### config.mk
export PLATFORM = sky130hd
export DESIGN_NAME = div_cmd_sequencer
export DESIGN_NICKNAME = d
export VERILOG_FILES = /design/src/rtl/div_cmd_sequencer.sv
export SDC_FILE = /design/constraint.sdc
export NUM_CORES = 1
export LEC_CHECK = 0
export ABC_AREA = 1
export BUFFER_PORTS_ARGS = -buffer_cell sky130_fd_sc_hd__buf_2
export CORE_MARGIN = 2
export CORE_UTILIZATION = 51
export CTS_CLUSTER_SIZE = 10
export DETAILED_ROUTE_END_ITERATION = 8
export PLACE_DENSITY = 0.75
export SYNTH_ARGS = -nofsm -noshare
export SYNTH_HDL_FRONTEND = slang
export SYNTH_SLANG_ARGS = --single-unit
### constraint.sdc
create_clock -name Clock -period 2 [get_ports Clock]
set_input_delay 0.1 -clock Clock [delete_from_list [all_inputs] [get_ports Clock]]
set_output_delay 0.1 -clock Clock [all_outputs]
set_load 0.01 [all_outputs]
### src/rtl/div_cmd_sequencer.sv
// Queues dividend/divisor pairs and sequences them one at a time through an external divider,
// holding each result until consumed. Divide-by-zero is answered locally; a hung divider times out.
module div_cmd_sequencer #(
   parameter int DEPTH   = 4,
   parameter int TIMEOUT = 32
) (
   input  logic       Clock,
   input  logic       nReset,
   input  logic       InValid,
   output logic       InReady,
   input  logic [7:0] InDividend,
   input  logic [7:0] InDivisor,
   output logic       Req,
   output logic [7:0] Operand1,
   output logic [7:0] Operand2,
   input  logic       Done,
   input  logic [7:0] Quotient,
   input  logic [7:0] Remainder,
   output logic       OutValid,
   input  logic       OutReady,
   output logic [7:0] OutQuotient,
   output logic [7:0] OutRemainder,
   output logic       OutDivZero,
   output logic       OutTimeout
);

   localparam int AW = $clog2(DEPTH);
   localparam int TW = $clog2(TIMEOUT + 1);

   typedef enum logic [1:0] {IDLE, ISSUE, WAIT, HOLD} state_t;

   state_t          state_reg;
   logic [15:0]     fifo_mem [DEPTH];
   logic [AW-1:0]   wr_ptr_reg;
   logic [AW-1:0]   rd_ptr_reg;
   logic [AW:0]     count_reg;
   logic [TW-1:0]   tmo_reg;
   logic            done_low_reg;
   logic            req_reg;
   logic [7:0]      op1_reg;
   logic [7:0]      op2_reg;
   logic            out_valid_reg;
   logic [7:0]      out_q_reg;
   logic [7:0]      out_r_reg;
   logic            out_dz_reg;
   logic            out_to_reg;
   logic            push;
   logic            pop;
   logic [15:0]     head;

   assign InReady = (count_reg < (AW+1)'(DEPTH));
   assign push    = InValid & InReady;
   assign pop     = (state_reg == IDLE) && (count_reg != '0) && !out_valid_reg;
   assign head    = fifo_mem[rd_ptr_reg];

   assign Req          = req_reg;
   assign Operand1     = op1_reg;
   assign Operand2     = op2_reg;
   assign OutValid     = out_valid_reg;
   assign OutQuotient  = out_q_reg;
   assign OutRemainder = out_r_reg;
   assign OutDivZero   = out_dz_reg;
   assign OutTimeout   = out_to_reg;

   always_ff @(posedge Clock) begin
      if (push)
         fifo_mem[wr_ptr_reg] <= {InDividend, InDivisor};
   end

   always_ff @(posedge Clock or negedge nReset) begin
      if (!nReset) begin
         wr_ptr_reg <= '0;
         rd_ptr_reg <= '0;
         count_reg  <= '0;
      end else begin
         if (push)
            wr_ptr_reg <= wr_ptr_reg + 1'b1;
         if (pop)
            rd_ptr_reg <= rd_ptr_reg + 1'b1;
         case ({push, pop})
            2'b10:   count_reg <= count_reg + 1'b1;
            2'b01:   count_reg <= count_reg - 1'b1;
            default: count_reg <= count_reg;
         endcase
      end
   end

   always_ff @(posedge Clock or negedge nReset) begin
      if (!nReset) begin
         state_reg     <= IDLE;
         tmo_reg       <= '0;
         done_low_reg  <= 1'b0;
         req_reg       <= 1'b0;
         op1_reg       <= '0;
         op2_reg       <= '0;
         out_valid_reg <= 1'b0;
         out_q_reg     <= '0;
         out_r_reg     <= '0;
         out_dz_reg    <= 1'b0;
         out_to_reg    <= 1'b0;
      end else begin
         case (state_reg)
            IDLE: begin
               if (pop) begin
                  if (head[7:0] == 8'h00) begin
                     out_q_reg     <= 8'hFF;
                     out_r_reg     <= head[15:8];
                     out_dz_reg    <= 1'b1;
                     out_to_reg    <= 1'b0;
                     out_valid_reg <= 1'b1;
                     state_reg     <= HOLD;
                  end else begin
                     op1_reg   <= head[15:8];
                     op2_reg   <= head[7:0];
                     req_reg   <= 1'b1;
                     state_reg <= ISSUE;
                  end
               end
            end
            ISSUE: begin
               // Done still high here is the previous operation's level; only a low counts.
               req_reg      <= 1'b0;
               tmo_reg      <= '0;
               done_low_reg <= !Done;
               state_reg    <= WAIT;
            end
            WAIT: begin
               if (done_low_reg && Done) begin
                  out_q_reg     <= Quotient;
                  out_r_reg     <= Remainder;
                  out_dz_reg    <= 1'b0;
                  out_to_reg    <= 1'b0;
                  out_valid_reg <= 1'b1;
                  state_reg     <= HOLD;
               end else if (tmo_reg == TW'(TIMEOUT - 1)) begin
                  out_q_reg     <= 8'h00;
                  out_r_reg     <= 8'h00;
                  out_dz_reg    <= 1'b0;
                  out_to_reg    <= 1'b1;
                  out_valid_reg <= 1'b1;
                  state_reg     <= HOLD;
               end else begin
                  tmo_reg <= tmo_reg + 1'b1;
                  if (!Done)
                     done_low_reg <= 1'b1;
               end
            end
            HOLD: begin
               if (OutReady) begin
                  out_valid_reg <= 1'b0;
                  state_reg     <= IDLE;
               end
            end
            default: state_reg <= IDLE;
         endcase
      end
   end

endmodule

==> results.toml <==
[run_status]
status = "complete, no violations"

[yosys]
ys_warn_count = 0
synth-seq-cells = 116
synth-edff-count = 64
yosys-top-cells-area = "edfxtp_1 39%, dfrtp_1 26%, nand2_1 13%"
syn_area_um2 = 4940
yosysUniqueCellTypes = 29
yosys.area.top_type_share_pct = 38.9
synthArstFlopShare_pct = 44.8
postSynthCellCount = 486
synth_area_per_cell_um2 = 10.2
synthesis.nets = 535
yosysTopAreaCell = "edfxtp_1"
ys.flop_type = "edfxtp_1"
ys_seq_area_share_pct = 65.2

[layout]
largest_reg_flops = 64
drive_gt1_share_pct = 23.7
finalNetCount = 668
syn_to_final_growth_pct = 34.0
regMostFlops = "fifo_mem"
diodes = 0
final_cell_mix = "168 x nand2_1, 73 x buf_2, 64 x edfxtp_1"
instances_no_fill = 761
layout_commonest_cell = "nand2_1"

[worst_setup_path]
cp_slowest_stage_delay_ns = 0.40
worstPathArrival_ns = 2.38
cp_common_cell = "inv_2"
critical_path.endpoint_type = "flip-flop"
cp_max_fo = 4
crit_type = "reg -> reg"
required_ns = 2.40
reg2regPathDepth = 12
start_kind = "flip-flop"
path_cells = "inv_2, ha_4, inv_2, nor2_2, nand2_1, inv_2, ha_4, inv_4, fa_2, a21oi_2, o21ai_1, xor2_1"
cpMaxStageDelayCell = "dfrtp_1"

[clock_tree]
cts_buffers = 17
cts_buffer_depth = 2
cts.sinks = 116
root_buffer = "clkbuf_8"
worstSkewPairLatency_ns = 0.52
clkTransAtPathRegs_ns = 0.06
cts_tree = "done"
htree_levels = 4

[global_routing]
grt_overflow = 0
grt_max_degree = 53
grt_usage_pct = 22.9
grt_pass1_vias = 3817
grt_first_pass_wirelength_um = 18100
grt_antenna_before_repair = 0

[sta]
setup_viol = 0
period_needed_ns = 1.98
skew_ns = 0.00588
finalHoldViolations = 0
tightest_slew_ns = 0.664
period_share_pct = 98.9
relSlewSlack_pct = 55.7
rsz0062_at_grt = "true"
hold_slack_ns = 0.0918
slew_viol_final = 0
max_freq_ghz = 0.506

[floorplan]
fp.dieH_um = 102
coreArea_um2 = 9330
start_util_pct = 53.0
die_w_um = 102
rows = 35
top_level_ports = 74
design.die.area_um2 = 10500

[drt]
wire_per_inst_um = 14.5
postRouteAntennaNets = 0
vias = 3814
dr.pass1.iters = 5
wirelength_um = 11000
route.detailed.drc = 0
initialDrtViolationCount = 171
routed_via_density = 5.01

[pwr]
p_seq_share_pct = 32.7
ir_drop_uv = 783
power_per_cell_area_nw_per_um2 = 1620
comb_power_share_pct = 38.1
internal_power_mw = 6.76
p_leak_nw = 3.00
swShare_pct = 37.1
pwr-share-clk_pct = 29.2
switchingPower_mw = 3.99

[place]
place.gp.congestion = 0.800
portBuffers = 73
placed_cells = 690
post-dp-hpwl_um = 6810

[worst_hold_path]
whs_path_depth = 5
hold_class = "in -> reg"

[run]
maxCapViolations = 0
-- critical path: cells and delay by family, from the launching register on --
family	cells	cell delay (ns)
AND/OR/NAND/NOR	2	0.16
AO/OA/AOI/OAI	2	0.19
buffers and inverters	4	0.27
flip-flops	1	0.40
XOR/XNOR	1	0.16
adder cells (fa/ha/maj)	3	0.67
-- final timing paths --
kind	start	to	slack (ns)
setup / recovery	state_reg[0]	count_reg[2]	0.02
hold / removal	OutReady	state_reg[0]	0.09
setup reg to reg	state_reg[0]	count_reg[2]	0.02
hold reg to reg	OutRemainder[0]	OutRemainder[0]	0.47
max in group asynchronous	nReset	rd_ptr_reg[0]	1.30
min in group asynchronous	nReset	count_reg[2]	0.23
-- layer usage --
metal | up-vias | global-route usage (%) | part of all wire (%) | wire length (um)
li1 | 1889 | - | - | -
met1 | 1776 | 28.7 | 43 | 4750
met2 | 129 | 38.0 | 49 | 5430
met3 | 20 | 6.22 | 6.2 | 682
met4 | 0 | 9.23 | 1.6 | 180
met5 | - | 0 | 0 | 0
-- through the flow --
step | TNS, ns | power, mW | setup slack, ns | util, % | cell area (um^2)
2_1_floorplan | 0 | 6.03 | 0.0137 | - | 4950
3_3_place_gp | 0 | 7.17 | 0.0492 | 59.6 | 5560
3_5_place_dp | -0.0217 | 7.32 | -0.0217 | 59.6 | 5560
4_1_cts | 0 | 10.7 | 0.00356 | 70.3 | 6560
5_1_grt | -0.0757 | 11.5 | -0.0757 | 71.0 | 6620
6_report | 0 | 10.8 | 0.0220 | 71.0 | 6620
-- power by group through the flow --
stage               logic [mW]  registers, mW  clock network, mW
global route              4.67           3.58               3.30
global placement          3.64           3.53                  0
finish                    4.09           3.52               3.14
detailed placement        3.77           3.55                  0
CTS                       3.97           3.51               3.19
floorplan                 2.36           3.67                  0
-- final cells by class --
| class | count | area [um^2] |
|---|---|---|
| sequential | 116 | 3220 |
| tap | 129 | 161 |
| clock inverter | 15 | 205 |
| fill | 655 | 2700 |
| timing repair buffer | 132 | 922 |
| clock buffer | 17 | 414 |
| inverter | 33 | 129 |
| multi-input combinational | 319 | 1570 |
-- cells by family after synthesis --
group	share of synthesized area (%)
AND/OR/NAND/NOR	20.5
flip-flops	65.2
AO/OA/AOI/OAI	5.80
buffers and inverters	4.43
adder cells (fa/ha/maj)	3.19
XOR/XNOR	0.886
-- cell usage after synthesis (2+ instances only) --
cell / instances
nand2_1: 170
nor3_1: 3
nand2_2: 2
edfxtp_1: 64
xnor2_1: 2
inv_1: 31
nand3_1: 50
nand4_1: 2
nor2_2: 2
buf_2: 10
ha_1: 11
buf_1: 2
o21ai_0: 36
buf_4: 2
clkbuf_1: 3
a21oi_1: 14
dfrtp_1: 52
nor2_1: 17
xor2_1: 3
-- timing repair --
action,in CTS,in global routing
hold buffers,34,0
hold endpoints to repair,133,0
setup endpoints to repair,2,35
setup buffers,4,1
resized for setup,1,20
pin swaps,0,6
Power figures use the tool's default switching activity.
